**src/rtl/twos_complement_adder.sv**
```systemverilog
// Registered two's-complement adder/subtractor: one ripple-carry stage with valid qualification.
// Optional signed-overflow flag is built only when TWOS_ADDER_OVF_EN is defined.
module twos_complement_adder #(
    parameter int unsigned WIDTH = 4
) (
    input  logic             clk,
    input  logic             rst_n,
    input  logic             in_valid,
    input  logic [WIDTH-1:0] a,
    input  logic [WIDTH-1:0] b,
    input  logic             m,
    output logic             out_valid,
    output logic [WIDTH-1:0] sum,
    output logic             cout,
    output logic             ovf
);

    logic [WIDTH-1:0] w_bx;
    logic [WIDTH:0]   w_carry;
    logic [WIDTH-1:0] w_sum;

    logic             r_valid;
    logic [WIDTH-1:0] r_sum;
    logic             r_cout;

    // Subtract is a + ~b + 1: invert B and inject the +1 as carry-in.
    assign w_bx       = b ^ {WIDTH{m}};
    assign w_carry[0] = m;

    for (genvar i = 0; i < WIDTH; i++) begin : g_fa
        logic w_p;
        assign w_p            = a[i] ^ w_bx[i];
        assign w_sum[i]       = w_p ^ w_carry[i];
        assign w_carry[i + 1] = (a[i] & w_bx[i]) | (w_p & w_carry[i]);
    end

    always_ff @(posedge clk or negedge rst_n) begin
        if (!rst_n) begin
            r_valid <= 1'b0;
        end else begin
            r_valid <= in_valid;
        end
    end

    // Result registers load only on valid input, so X on idle inputs never reaches them.
    always_ff @(posedge clk or negedge rst_n) begin
        if (!rst_n) begin
            r_sum  <= '0;
            r_cout <= 1'b0;
        end else if (in_valid) begin
            r_sum  <= w_sum;
            r_cout <= w_carry[WIDTH];
        end
    end

`ifdef TWOS_ADDER_OVF_EN
    logic w_ovf;
    logic r_ovf;

    assign w_ovf = w_carry[WIDTH] ^ w_carry[WIDTH-1];

    always_ff @(posedge clk or negedge rst_n) begin
        if (!rst_n) begin
            r_ovf <= 1'b0;
        end else if (in_valid) begin
            r_ovf <= w_ovf;
        end
    end

    assign ovf = r_ovf;
`else
    assign ovf = 1'b0;
`endif

    assign out_valid = r_valid;
    assign sum       = r_sum;
    assign cout      = r_cout;

endmodule

```
**config.mk**
```make
export PLATFORM = sky130hd
export DESIGN_NAME = twos_complement_adder
export DESIGN_NICKNAME = d
export VERILOG_FILES = /design/src/rtl/twos_complement_adder.sv
export SDC_FILE = /design/constraint.sdc
export NUM_CORES = 1
export LEC_CHECK = 0
export ABC_AREA = 1
export ABC_CLOCK_PERIOD_IN_PS = 800
export CAP_MARGIN = 20
export CORE_AREA = 2 2 39 41
export DETAILED_ROUTE_END_ITERATION = 10
export DIE_AREA = 0 0 41 43
export PLACE_DENSITY = 0.6
export SLEW_MARGIN = 20
export SYNTH_ARGS = -nofsm -noshare
export SYNTH_HDL_FRONTEND = slang
export SYNTH_SLANG_ARGS = --single-unit
```
**constraint.sdc**
```tcl
create_clock -name clk -period 0.8 [get_ports clk]
set_clock_uncertainty 0.05 [all_clocks]
set_input_delay 0.12 -clock clk [delete_from_list [all_inputs] [get_ports clk]]
set_output_delay 0.12 -clock clk [all_outputs]
set_load 0.1 [all_outputs]
```
# Word-level counts from Yosys, hierarchy flattened
# Cells that the tools add are included.
[totals] in_bits=12 reg_bits=6
[classes] bitwise=21
[op_table] operator="AND 1 bit" count=8
[op_table] operator="bitwise XOR 1 bit" count=8
[op_table] operator="bitwise OR 1 bit" count=4
[op_table] operator="bitwise XOR 4 bit" count=1

# Depth between registers and ports, before layout
[depth] ltp_word=10 ltp_mapped=9 depth_no_buf=9

# Least setup slack after synthesis
# OpenSTA, ideal clock, no wires.
[synth_path] path_type="input port to flip-flop" from="in a[0]" to="reg r_sum[3], in the netlist sum[3]" stages=9 setup_ps=122 slack_ps=-962 t_required_ps=628 arrival_time_ps=1590 path_cell_list="inv_1 -> nand2_1 -> o21ai_0 -> fa_1 -> fa_1 -> inv_1 -> fa_1 -> nand2_1 -> nand2_1"
[synth_via] elab_chain_len=8 elab_cells_between_ends=9 classes_between="bitwise (9)"
[synth_lines] item="start: declaration" line="9" rtl="input logic [WIDTH-1:0] a,"
[synth_lines] item="bitwise XOR 1 bit" line="32" rtl="assign w_p = a[i] ^ w_bx[i];"
[synth_lines] item="AND 1 bit" line="34" rtl="assign w_carry[i + 1] = (a[i] & w_bx[i]) | (w_p & w_carry[i]);"
[synth_lines] item="bitwise OR 1 bit *" line="34"
[synth_lines] item="AND 1 bit *" line="34"
[synth_lines] item="bitwise OR 1 bit *" line="34"
[synth_lines] item="AND 1 bit *" line="34"
[synth_lines] item="bitwise OR 1 bit *" line="34"
[synth_lines] item="bitwise XOR 1 bit *" line="33" rtl="assign w_sum[i] = w_p ^ w_carry[i];"
[synth_lines] item="net w_sum[3]" line="20" rtl="logic [WIDTH-1:0] w_sum;"
[synth_lines] item="end signal: assignment" line="51" rtl="r_sum <= w_sum;"
[synth_lines] item="end: declaration" line="23" rtl="logic [WIDTH-1:0] r_sum;"
# The timed path passes the listed nets; every way through them passes the cells marked *.
# A chain may end at the register's enable or synchronous reset.

# Worst setup path after layout
[layout_path] from="in b[1]" to="reg r_sum[3], in the netlist sum[3]"
[layout_via] elab_chain_len=7 elab_cells_between_ends=8 classes_between="bitwise (8)"
[layout_lines] item="start: declaration" line="10" rtl="input logic [WIDTH-1:0] b,"
[layout_lines] item="bitwise XOR 4 bit *" line="27" rtl="assign w_bx = b ^ {WIDTH{m}};"
[layout_lines] item="bitwise XOR 1 bit" line="32"
[layout_lines] item="AND 1 bit" line="34"
[layout_lines] item="bitwise OR 1 bit *" line="34"
[layout_lines] item="AND 1 bit *" line="34"
[layout_lines] item="bitwise OR 1 bit *" line="34"
[layout_lines] item="bitwise XOR 1 bit *" line="33"
[layout_lines] item="net w_sum[3]" line="20"
# Marked as above.

==> results_dict.tcl <==
set metrics [dict create \
    outcome "finished, violations left" \
    violations "setup timing" \
    syn_to_final_growth_pct 110 \
    num_io_pins 19 \
    rows 14 \
    critical_path_class "primary input to flip-flop" \
    via_count_of_the_first_global_routing_pass 318 \
    static-leakage-power_uw 0.000330 \
    fin_util 0.512 \
    antenna_violating_nets_post_route 0 \
    antenna_found_initial 0 \
    netlist_area_pre_place_um2 338 \
    worst_r2r_path_depth 3 \
    grt_usage 0.120 \
    synth-seq-cells 6 \
    critical-path-top-cell-by-count "sky130_fd_sc_hd__fa_2" \
    root_buffer "sky130_fd_sc_hd__clkbuf_4" \
    critical_path_cell_count 8 \
    globalplace.congestion 0.612 \
    finalSetupViolations 10 \
    ir_worst_vdd_mv 0.780 \
    crit_path_max_incr_delay_ns 0.43 \
    insertedDiodeCount 0 \
    first_pass_iters 2 \
    hpwl_um 646 \
    setup.worst_path.end_class "flip-flop" \
    synthesis.nets 52 \
    routedWlPerCell_um 10.6 \
    syn-instance-count 37 \
    dr_total_vias 310 \
    grt-ovfl-total 0 \
    dieArea_um2 1760 \
    port_buffers 17 \
    clock_sink_count 6 \
    numPlacedInstances 72 \
    max_cap_viol_count 0 \
    ys_warn_count 0 \
    layoutNonFillerInstCount 76 \
    worstSetupStartpointType "primary input" \
    h-tree-depth 1 \
    synth_area_per_cell_um2 9.13 \
    routed_wl_um 808 \
    drt_iter0_markers 5 \
    hold_slack_ns 0.0690 \
    global_route_wire_length_before_repair_um 1260 \
    clock_network_latency_to_the_later_pin_of_the_worst_skew_pair_ns 0.24 \
    timing.final.max_slew_violations 0 \
    worstHoldPathType "primary input to asynchronous set/reset pin" \
    cts_inserted_buffers 3 \
    fp.dieH_um 43 \
    crit_path_top_delay_cell "sky130_fd_sc_hd__fa_2" \
    core-area_um2 1380 \
    clock_tree_from_tritoncts "built" \
    initial_standard_cell_utilization_of_the_core 0.244 \
    cp_data_arrival_time_ns 1.73 \
    chipWidth_um 41 \
    drive_gt1_frac 0.600 \
    powerDensity_nw_per_um2 2250 \
    fin_setup_tns_ns -3.52 \
    avgViaCountPerCell 4.08 \
    synth.lib_cells_used.distinct 11 \
    synth_seq_area_share 0.444 \
    clk_transition_reported_paths_ns 0.05 \
    finalCritPeriodShare 2.05 \
    drcViolationCount 0 \
    cp_top_family "adder cells" \
    highest_clock_rate_ghz 0.609 \
    design.final.nets 77 \
    crit_required_ns 0.89 \
    critical_path.max_fanout 1 \
    grt_max_degree 8 \
    report.final.hold_viol_count 0 \
    cts_buffer_depth 2 \
    grt_setup_unrepaired "true" \
    finalWorstPathRequiredPeriod_ns 1.64 \
    ctsHoldBuffers 0 \
    cp_num_buf_inv 2 \
    setup_ws_ns -0.841 \
    cp_cell_sequence "buf_8 > xnor2_4 > fa_2 > fa_2 > inv_2 > fa_2 > nand2_1 > nand2_1" \
]
what timing repair did:
| item | 4_1_cts | 5_1_grt |
|---|---|---|
| cloned | 0 | 0 |
| setup buffers | 0 | 1 |
| endpoints found under the setup margin | 11 | 11 |
| resized for setup | 26 | 6 |
| pin swaps | 7 | 5 |
state kept, by name (all words and copies together) (netlist names):
signal and count:
sum 4, out_valid 1, cout 1
power by group:
group          internal, µW  switching (µW)
logic                   341             531
registers               387            53.5
clock network           170             112
total                   898             697
area by class of cell:
cell class                      instances  area (µm²)
Clock buffer                            3        22.5
Fill cell                             129         676
Inverter                                6        25.0
Multi-Input combinational cell         24         209
Sequential cell                         6         173
Tap cell                               16        20.0
Timing Repair Buffer                   21         259
path summary, 6_finish.rpt:
kind	startpoint	endpoint	slack [ns]
max reg2reg	sum[2]$_DFFE_PN0P_	sum[2]$_DFFE_PN0P_	-0.10
min	rst_n	out_valid$_DFF_PN0_	0.07
min in group clk	a[0]	sum[0]$_DFFE_PN0P_	0.18
max in group asynchronous	rst_n	sum[1]$_DFFE_PN0P_	0.39
min reg2reg	sum[3]$_DFFE_PN0P_	sum[3]$_DFFE_PN0P_	0.51
max	b[1]	sum[3]$_DFFE_PN0P_	-0.84
synthesized netlist by cell type (all sizes together):
library cell	n	area share
xor2	1	0.026
xnor2	2	0.052
o21ai	3	0.044
buf	1	0.022
inv	6	0.067
nand2	14	0.16
fa	3	0.18
conb	1	0.011
dfrtp	6	0.44
cell usage in the layout (no fill, tap or decap), types with 2 or more instances in the layout:
| master | n |
|---|---|
| sky130_fd_sc_hd__nand2_1 | 12 |
| sky130_fd_sc_hd__inv_1 | 2 |
| sky130_fd_sc_hd__buf_12 | 6 |
| sky130_fd_sc_hd__clkbuf_4 | 3 |
| sky130_fd_sc_hd__dfrtp_4 | 6 |
| sky130_fd_sc_hd__buf_4 | 6 |
| sky130_fd_sc_hd__dlygate4sd2_1 | 2 |
| sky130_fd_sc_hd__clkdlybuf4s50_1 | 5 |
| sky130_fd_sc_hd__inv_2 | 3 |
| sky130_fd_sc_hd__o21ai_2 | 2 |
| sky130_fd_sc_hd__fa_2 | 3 |
kinds of logic (layout without fill, tap and decap cells):
family	after synthesis	count (layout)	share of synthesized area
compound gates	3	3	0.0444
xor+xnor	3	3	0.0778
fa+ha+maj	3	3	0.178
buf+inv	7	30	0.0889
flops	6	6	0.444
other cells	1	1	0.0111
simple gates	14	14	0.156
stage by stage:
stage / power, µW / setup WS, ns / cell area, µm²
global route: 1680 / -0.860 / 708
detailed placement: 1280 / -1.52 / 654
floorplan: 930 / -0.851 / 389
global placement: 1260 / -1.46 / 654
finish: 1590 / -0.841 / 708
CTS: 1570 / -0.845 / 682
per-layer routing:
layer  global-route usage  share of wire  up-vias  routed length (µm)
li1                     -              -      152                   -
met2                0.188           0.56       18                 453
met1                0.113           0.32      136                 260
met4                0.140          0.045        0                  36
met3               0.0157          0.071        4                  57
met5                    0              0        -                   0
Note: power is estimated with default switching activity, not from simulation.
